File: src/rtl/alu_share_arbiter_if.sv
// ---------------------------------------------------------------------------
// alu_share_arbiter_if : requester, response and ALU bus of alu_share_arbiter
// Rev 1.0 - initial release
// ---------------------------------------------------------------------------
`default_nettype none

interface alu_share_arbiter_if #(
  parameter int DATA_W = 16,
  parameter int OP_W   = 3
);
  logic              req0_valid;
  logic              req0_ready;
  logic [DATA_W-1:0] req0_a;
  logic [DATA_W-1:0] req0_b;
  logic [OP_W-1:0]   req0_op;
  logic              rsp0_valid;
  logic [DATA_W-1:0] rsp0_data;
  logic              rsp0_zero;

  logic              req1_valid;
  logic              req1_ready;
  logic [DATA_W-1:0] req1_a;
  logic [DATA_W-1:0] req1_b;
  logic [OP_W-1:0]   req1_op;
  logic              rsp1_valid;
  logic [DATA_W-1:0] rsp1_data;
  logic              rsp1_zero;

  logic [DATA_W-1:0] alu_a;
  logic [DATA_W-1:0] alu_b;
  logic [OP_W-1:0]   alu_op;
  logic [DATA_W-1:0] alu_result;
  logic              alu_zero;

  logic              busy;

  // Requesters plus the ALU itself
  modport master (
    output req0_valid, req0_a, req0_b, req0_op,
    input  req0_ready, rsp0_valid, rsp0_data, rsp0_zero,
    output req1_valid, req1_a, req1_b, req1_op,
    input  req1_ready, rsp1_valid, rsp1_data, rsp1_zero,
    input  alu_a, alu_b, alu_op, busy,
    output alu_result, alu_zero
  );

  // The arbiter
  modport slave (
    input  req0_valid, req0_a, req0_b, req0_op,
    output req0_ready, rsp0_valid, rsp0_data, rsp0_zero,
    input  req1_valid, req1_a, req1_b, req1_op,
    output req1_ready, rsp1_valid, rsp1_data, rsp1_zero,
    output alu_a, alu_b, alu_op, busy,
    input  alu_result, alu_zero
  );
endinterface

`default_nettype wire

File: src/rtl/alu_share_arbiter.sv
// ---------------------------------------------------------------------------
// alu_share_arbiter : round-robin sharing of one registered ALU by two
// requesters. Define ALU_ARB_STRICT_PRIO_EN for fixed req0-first priority.
// Rev 1.0 - initial release
// ---------------------------------------------------------------------------
`default_nettype none

module alu_share_arbiter #(
  parameter int DATA_W  = 16,
  parameter int OP_W    = 3,
  parameter int IDLE_OP = 7
) (
  input  wire logic         clk,
  input  wire logic         rst,
  alu_share_arbiter_if.slave bus
);
  localparam logic [1:0] S_IDLE    = 2'd0;
  localparam logic [1:0] S_ISSUE   = 2'd1;
  localparam logic [1:0] S_CAPTURE = 2'd2;

  localparam logic [OP_W-1:0] C_IDLE_OP = OP_W'(IDLE_OP);

  logic [1:0]        r_state;
  logic              r_winner;
  logic [DATA_W-1:0] r_alu_a;
  logic [DATA_W-1:0] r_alu_b;
  logic [OP_W-1:0]   r_alu_op;
  logic              r_rsp0_valid;
  logic [DATA_W-1:0] r_rsp0_data;
  logic              r_rsp0_zero;
  logic              r_rsp1_valid;
  logic [DATA_W-1:0] r_rsp1_data;
  logic              r_rsp1_zero;

  logic w_idle;
  logic w_gnt0;
  logic w_gnt1;

  assign w_idle = (r_state == S_IDLE);

`ifdef ALU_ARB_STRICT_PRIO_EN
  assign w_gnt0 = bus.req0_valid;
  assign w_gnt1 = bus.req1_valid & ~bus.req0_valid;
`else
  // r_prio names the requester that wins a tie
  logic r_prio;
  assign w_gnt0 = bus.req0_valid & (~bus.req1_valid | ~r_prio);
  assign w_gnt1 = bus.req1_valid & (~bus.req0_valid |  r_prio);
`endif

  assign bus.req0_ready = w_idle & w_gnt0;
  assign bus.req1_ready = w_idle & w_gnt1;
  assign bus.busy       = (r_state == S_ISSUE) || (r_state == S_CAPTURE);

  assign bus.alu_a      = r_alu_a;
  assign bus.alu_b      = r_alu_b;
  assign bus.alu_op     = r_alu_op;
  assign bus.rsp0_valid = r_rsp0_valid;
  assign bus.rsp0_data  = r_rsp0_data;
  assign bus.rsp0_zero  = r_rsp0_zero;
  assign bus.rsp1_valid = r_rsp1_valid;
  assign bus.rsp1_data  = r_rsp1_data;
  assign bus.rsp1_zero  = r_rsp1_zero;

  always_ff @(posedge clk) begin
    if (rst) begin
      r_state      <= S_IDLE;
      r_winner     <= 1'b0;
      r_alu_a      <= '0;
      r_alu_b      <= '0;
      r_alu_op     <= C_IDLE_OP;
      r_rsp0_valid <= 1'b0;
      r_rsp0_data  <= '0;
      r_rsp0_zero  <= 1'b0;
      r_rsp1_valid <= 1'b0;
      r_rsp1_data  <= '0;
      r_rsp1_zero  <= 1'b0;
`ifndef ALU_ARB_STRICT_PRIO_EN
      r_prio       <= 1'b0;
`endif
    end else begin
      r_rsp0_valid <= 1'b0;
      r_rsp1_valid <= 1'b0;
      case (r_state)
        S_IDLE: begin
          if (bus.req0_ready) begin
            r_alu_a  <= bus.req0_a;
            r_alu_b  <= bus.req0_b;
            r_alu_op <= bus.req0_op;
            r_winner <= 1'b0;
            r_state  <= S_ISSUE;
          end else if (bus.req1_ready) begin
            r_alu_a  <= bus.req1_a;
            r_alu_b  <= bus.req1_b;
            r_alu_op <= bus.req1_op;
            r_winner <= 1'b1;
            r_state  <= S_ISSUE;
          end
        end
        S_ISSUE: begin
          // ALU registers its result on this edge
          r_state <= S_CAPTURE;
        end
        S_CAPTURE: begin
          if (r_winner) begin
            r_rsp1_valid <= 1'b1;
            r_rsp1_data  <= bus.alu_result;
            r_rsp1_zero  <= bus.alu_zero;
          end else begin
            r_rsp0_valid <= 1'b1;
            r_rsp0_data  <= bus.alu_result;
            r_rsp0_zero  <= bus.alu_zero;
          end
`ifndef ALU_ARB_STRICT_PRIO_EN
          r_prio <= ~r_winner;
`endif
          r_state <= S_IDLE;
        end
        default: r_state <= S_IDLE;
      endcase
    end
  end
endmodule

`default_nettype wire

File: src/flat_wrapper.sv
// flat-port wrapper written by rule: the top's interface ports become plain ports
module alu_share_arbiter_flat 
#(
  parameter int DATA_W  = 16,
  parameter int OP_W    = 3,
  parameter int IDLE_OP = 7
)
  (clk, rst, bus_req0_valid, bus_req0_a, bus_req0_b, bus_req0_op, bus_req0_ready, bus_rsp0_valid, bus_rsp0_data, bus_rsp0_zero, bus_req1_valid, bus_req1_a, bus_req1_b, bus_req1_op, bus_req1_ready, bus_rsp1_valid, bus_rsp1_data, bus_rsp1_zero, bus_alu_a, bus_alu_b, bus_alu_op, bus_busy, bus_alu_result, bus_alu_zero);
  alu_share_arbiter_if #(.DATA_W(DATA_W), .OP_W(OP_W)) bus_i ();
  input  wire logic clk;
  input  wire logic rst;
  input wire logic [$bits(bus_i.req0_valid)-1:0] bus_req0_valid;
  input wire logic [$bits(bus_i.req0_a)-1:0] bus_req0_a;
  input wire logic [$bits(bus_i.req0_b)-1:0] bus_req0_b;
  input wire logic [$bits(bus_i.req0_op)-1:0] bus_req0_op;
  output wire logic [$bits(bus_i.req0_ready)-1:0] bus_req0_ready;
  output wire logic [$bits(bus_i.rsp0_valid)-1:0] bus_rsp0_valid;
  output wire logic [$bits(bus_i.rsp0_data)-1:0] bus_rsp0_data;
  output wire logic [$bits(bus_i.rsp0_zero)-1:0] bus_rsp0_zero;
  input wire logic [$bits(bus_i.req1_valid)-1:0] bus_req1_valid;
  input wire logic [$bits(bus_i.req1_a)-1:0] bus_req1_a;
  input wire logic [$bits(bus_i.req1_b)-1:0] bus_req1_b;
  input wire logic [$bits(bus_i.req1_op)-1:0] bus_req1_op;
  output wire logic [$bits(bus_i.req1_ready)-1:0] bus_req1_ready;
  output wire logic [$bits(bus_i.rsp1_valid)-1:0] bus_rsp1_valid;
  output wire logic [$bits(bus_i.rsp1_data)-1:0] bus_rsp1_data;
  output wire logic [$bits(bus_i.rsp1_zero)-1:0] bus_rsp1_zero;
  output wire logic [$bits(bus_i.alu_a)-1:0] bus_alu_a;
  output wire logic [$bits(bus_i.alu_b)-1:0] bus_alu_b;
  output wire logic [$bits(bus_i.alu_op)-1:0] bus_alu_op;
  output wire logic [$bits(bus_i.busy)-1:0] bus_busy;
  input wire logic [$bits(bus_i.alu_result)-1:0] bus_alu_result;
  input wire logic [$bits(bus_i.alu_zero)-1:0] bus_alu_zero;
  assign bus_i.req0_valid = bus_req0_valid;
  assign bus_i.req0_a = bus_req0_a;
  assign bus_i.req0_b = bus_req0_b;
  assign bus_i.req0_op = bus_req0_op;
  assign bus_req0_ready = bus_i.req0_ready;
  assign bus_rsp0_valid = bus_i.rsp0_valid;
  assign bus_rsp0_data = bus_i.rsp0_data;
  assign bus_rsp0_zero = bus_i.rsp0_zero;
  assign bus_i.req1_valid = bus_req1_valid;
  assign bus_i.req1_a = bus_req1_a;
  assign bus_i.req1_b = bus_req1_b;
  assign bus_i.req1_op = bus_req1_op;
  assign bus_req1_ready = bus_i.req1_ready;
  assign bus_rsp1_valid = bus_i.rsp1_valid;
  assign bus_rsp1_data = bus_i.rsp1_data;
  assign bus_rsp1_zero = bus_i.rsp1_zero;
  assign bus_alu_a = bus_i.alu_a;
  assign bus_alu_b = bus_i.alu_b;
  assign bus_alu_op = bus_i.alu_op;
  assign bus_busy = bus_i.busy;
  assign bus_i.alu_result = bus_alu_result;
  assign bus_i.alu_zero = bus_alu_zero;
  alu_share_arbiter #(.DATA_W(DATA_W), .OP_W(OP_W), .IDLE_OP(IDLE_OP)) u_core (.clk(clk), .rst(rst), .bus(bus_i));
endmodule
File: config.mk
export PLATFORM = sky130hd
export DESIGN_NAME = alu_share_arbiter_flat
export DESIGN_NICKNAME = d
export VERILOG_FILES = /design/src/rtl/alu_share_arbiter_if.sv /design/src/rtl/alu_share_arbiter.sv /design/src/flat_wrapper.sv
export SDC_FILE = /design/constraint.sdc
export NUM_CORES = 1
export LEC_CHECK = 0
export ABC_AREA = 1
export CAP_MARGIN = 40
export CORE_MARGIN = 3
export CORE_UTILIZATION = 30
export CTS_BUF_LIST = sky130_fd_sc_hd__clkbuf_16
export CTS_CLUSTER_DIAMETER = 100
export DETAILED_ROUTE_END_ITERATION = 8
export PLACE_DENSITY = 0.58
export REMOVE_ABC_BUFFERS = 1
export SYNTH_ARGS = -nofsm -noshare
export SYNTH_HDL_FRONTEND = slang
export SYNTH_SLANG_ARGS = --single-unit
File: constraint.sdc
create_clock -name clk -period 4.2 [get_ports clk]
set_clock_uncertainty 0.15 [all_clocks]
set_input_delay 0.42 -clock clk [delete_from_list [all_inputs] [get_ports clk]]
set_output_delay 0.42 -clock clk [all_outputs]
set_load 0.01 [all_outputs]
# Word-level counts from Yosys, hierarchy flattened
# Index checks and enable logic that the tools add are counted.
[op_classes]
n_eq_ne = 3
muxes = 13
n_bitwise = 11
reduce_logical = 7
[ops]
columns = ["cell", "n"]
rows = [
  ["16-bit two-way mux", 4],
  ["3-bit two-way mux", 2],
  ["2-bit AND reduction", 3],
  ["1-bit NOT", 5],
  ["1-bit bitwise AND", 4],
  ["1-bit two-way mux", 4],
  ["2-bit two-way mux", 2],
  ["2-bit one-hot mux with 2 select lines", 1],
  ["3-bit inequality test, second input constant", 1],
  ["2-bit by 1-bit == test with 1-bit output, second input constant", 1],
  ["2-bit == test, second input constant", 1],
  ["2-bit zero test", 1],
  ["1-bit bitwise OR", 2],
  ["2-bit nonzero test", 1],
  ["2-bit OR reduction", 1],
  ["1-bit logical OR", 1],
]
[word_totals]
reg_bits = 75
input_bits = 91
output_inout_bits = 74
word_cells = 46

# Logic depth before layout (Yosys ltp)
[depth]
ltp_word = 7
depth_mapped = 10

# Least setup slack after synthesis
# Ideal clock, no wire load.
[synth_path]
path_type = "register to register"
start = "register u_core.r_state[0]"
end = "register u_core.r_alu_b[10] (netlist: u_core.bus.alu_b[10])"
setup_ns = 0.115
arrival_ns = 1.208
t_required_ns = 3.935
path_slack_ns = 2.728
stages_incl_launch_ff = 9
cell_sequence = "dfxtp_1 -> inv_1 -> ha_1 -> nand2_1 -> nand2_2 -> buf_6 -> buf_4 -> o21ai_1 -> nor2_1"
[synth_between]
elab_chain_cells = 4
word_cells_on_any_way = 6
[synth_lines]
columns = ["element", "line", "source"]
rows = [
  ["start, declared", "alu_share_arbiter.sv:23", "logic [1:0] r_state;"],
  ["start signal, assigned", "alu_share_arbiter.sv:67", "r_state <= S_IDLE;"],
  ["start signal, assigned", "alu_share_arbiter.sv:91", "r_state <= S_ISSUE;"],
  ["start signal, assigned", "alu_share_arbiter.sv:97", "r_state <= S_ISSUE;"],
  ["2-bit zero test (*)", "alu_share_arbiter.sv:39, alu_share_arbiter.sv:84", ""],
  ["1-bit bitwise AND (on tied branches)", "alu_share_arbiter.sv:51, alu_share_arbiter.sv:52", ""],
  ["2-bit nonzero test (no line)", "n/a", ""],
  ["2-bit AND reduction (no line)", "n/a", ""],
  ["end signal, assigned", "alu_share_arbiter.sv:88", "r_alu_b <= bus.req0_b;"],
  ["end signal, assigned", "alu_share_arbiter.sv:94", "r_alu_b <= bus.req1_b;"],
  ["end, declared", "alu_share_arbiter.sv:26", "logic [DATA_W-1:0] r_alu_b;"],
]
# Every way passes the cells marked *; elsewhere a longest branch is shown, timed or not.
# A chain may end at the register's enable or synchronous reset.

# Final worst setup path
[layout_path]
start = "input port bus_req1_valid"
end = "output port bus_req1_ready"
[layout_between]
elab_chain_cells = 2
[layout_lines]
columns = ["element", "line", "source"]
rows = [
  ["start, declared", "flat_wrapper.sv:20", "input wire logic [$bits(bus_i.req1_valid)-1:0] bus_req1_valid;"],
  ["1-bit bitwise AND", "alu_share_arbiter.sv:48", "assign w_gnt1 = bus.req1_valid & (~bus.req0_valid | r_prio);"],
  ["1-bit bitwise AND", "alu_share_arbiter.sv:52", "assign bus.req1_ready = w_idle & w_gnt1;"],
  ["end, declared", "flat_wrapper.sv:24", "output wire logic [$bits(bus_i.req1_ready)-1:0] bus_req1_ready;"],
]
# No other way between the ends.

==> metrics <==
dpl hpwl 7.60 mm; Slew HR 43.3%; CP Launch Point bus_req1_valid; global placement routability congestion 0.785; CP Data Required Time 3630 ps; Synth top area share 42.9%; WHS Endpoint u_core.bus.rsp1_data[5]$_SDFFE_PP0P_; worst path cell trace clkdlybuf4s50_1 -> nand2_1 -> inv_1 -> o21ai_0 -> inv_1 -> clkdlybuf4s50_1; Max Slew Vio Count 0; RR Startpoint u_core.r_state[0]$_SDFFE_PP0P_; initial antenna violation count 0; ANT cells 0; Synth Area per Inst 7.07 um^2; top post-synthesis cells by area dfxtp_1, nor2_1, nand2_1, nand3_1, a21oi_2; full die area 13000 um^2; Post-Route Utilization 49.3%; clk root buf clkbuf_16; Max-Cap Viols 0; Die Wd 114 um; initial DRC count 254; unrepaired setup endpoints after global routing no; worst reg-to-reg path cell count 9; Num CTS Buffers 9; hold-fix buffers at CTS 0; hold path startpoint u_core.bus.rsp1_data[5]$_SDFFE_PP0P_; post-CTS setup buffer count 0; PD cells 400 nW/um^2; post_cts resized 0; clock latency at the later pin of the worst-skew pair 320 ps; PortBufs 164; Worst Path Class, Setup in2out; Reg2Reg Setup Slack 1950 ps; Post-Route WL 10.4 mm; Final setup viols 0; Worst-path clk slew 60 ps; ANT nets after route 0; num rows 38; Critical Path Start Type primary input; Tightest Hold Check Type reg2reg; DRC 0; Starting Density 31.5%; Final period util 57.1%; I/O pin total 165; routed via count 3606; YS warnings 0; slowest CP cell clkdlybuf4s50_1; first-pass GRT wire length 16.9 mm; Hold Vio Cnt, Final 0; drt first pass iters 4; CTS tree yes; crit path time final 2400 ps; fraction of layout cells with a size suffix above 1 9.24%; Total Routing Usage GR 16.0%; #FFs+latches synth 75; Core ar. 11100 um^2; Leak 0.00242 uW; maximum clock frequency 417 MHz; Worst R2R End u_core.bus.alu_b[12]$_SDFFE_PP0P_; most common cell after layout, fill and taps aside clkdlybuf4s50_1; clock tree buffer depth 2; Critical Path Sink Type primary output; Worst Path Buf+Inv 4; crit-path max FO 4; H-tree levels 3; pin count of the biggest net entering global routing 44; DR vias/cell 4.57; die height 114 um; cell taking the most area after synthesis dfxtp_1; Final Net Count 738; Routed WL per cell 13.2 um; Sink Count 75; Syn Std Cell Area 3500 um^2; commonest non-fill, non-tap cells in the layout clkdlybuf4s50_1, nor2_1, nand2_1; gr ovfl total 0; critical path arrival 1830 ps; Cells after Synth 495; Area growth, synth to finish 56.8%; placed instance area 5170 um^2; Post-Place Cells 773; Setup TNS Final 0 ps; final std cells w/o fill 789; largest stage delay on the critical path 530 ps; Worst VDD drop 0.202 mV; final instance area 5490 um^2; outcome complete, no violations; CP delay by family, top buffers and inverters; hold path cells 2; Worst-Margin Slew 849 ps; number of global-route vias before repair 3457; synth unique cells 19; sequential fraction of the synthesis area 42.9%
[routing by layer]
layer	GRT usage (%)	wire length, um
met4	4.43	99
met1	20.4	4640
met5	0	0
met3	7.21	1180
met2	24.6	4490
[where the power goes]
group | internal, uW | leakage [uW] | switching (uW) | total (uW)
Clock | 524 | 0.000156 | 309 | 833
Sequential | 782 | 0.000616 | 38.7 | 821
Combinational | 277 | 0.00165 | 263 | 540
Total | 1580 | 0.00242 | 611 | 2190
[sequential cells by signal (all words and copies together), names as in the netlist]
register / flops
u_core.r_winner: 1
u_core.r_state: 2
u_core.bus.rsp0_valid: 1
u_core.bus.rsp1_valid: 1
u_core.bus.alu_b: 16
u_core.bus.rsp0_data: 16
u_core.bus.rsp1_zero: 1
u_core.bus.rsp0_zero: 1
u_core.bus.alu_op: 3
u_core.bus.rsp1_data: 16
u_core.r_prio: 1
u_core.bus.alu_a: 16
[cell usage after synthesis]
cell type,n
nor2_1,100
nand2_1,83
dfxtp_1,75
nand3_1,53
inv_1,47
o21ai_0,35
a21oi_2,28
o21ai_1,17
buf_2,14
buf_6,10
a21oi_1,9
clkbuf_1,8
inv_2,5
ha_1,3
nand3b_1,3
nand2_2,2
buf_4,1
clkinv_1,1
nor2_2,1
[worst max-delay path by stage]
stage	end	slack (ps)	cells past startpoint
2_1_floorplan	u_core.bus.alu_op[1]$_SDFFE_PP1P_	1520	5
4_1_cts	bus_req1_ready	1780	7
5_1_grt	bus_req1_ready	1620	7
6_report	bus_req1_ready	1800	6
3_5_place_dp	u_core.bus.alu_b[7]$_SDFFE_PP0P_	1650	7
3_3_place_gp	u_core.bus.alu_b[6]$_SDFFE_PP0P_	1670	7
[layout make-up]
cell class | instances | area (um^2)
fill | 1114 | 5640
timing repair buffer | 171 | 1710
clock inverter | 7 | 98.8
inverter | 53 | 199
multi-input combinational | 334 | 1580
tap | 140 | 175
sequential | 75 | 1500
clock buffer | 9 | 225
[logic make-up (layout without fill, tap and decap cells)]
kind of cell / after synthesis / count (layout) / synth area share, %
simple gates: 242 / 242 / 28.4
compound gates: 89 / 89 / 15.7
buf+inv: 86 / 240 / 12.0
flops: 75 / 75 / 42.9
fa+ha+maj: 3 / 3 / 1.07
[metrics by stage]
step | setup WS [ps] | hold WS, ps | total power (uW)
after floorplan | 1520 | 311 | 1080
final | 1800 | 320 | 2190
after CTS | 1780 | 322 | 2220
after global placement | 1670 | 309 | 1370
after detailed placement | 1650 | 313 | 1380
after global routing | 1620 | 337 | 2320
[tightest hold or removal path, stage by stage (launching register included)]
cell,delay [ps]
dfxtp_1,310
nand3_1,70
nand2_1,50
Note: power is estimated with default switching activity, not from simulation.
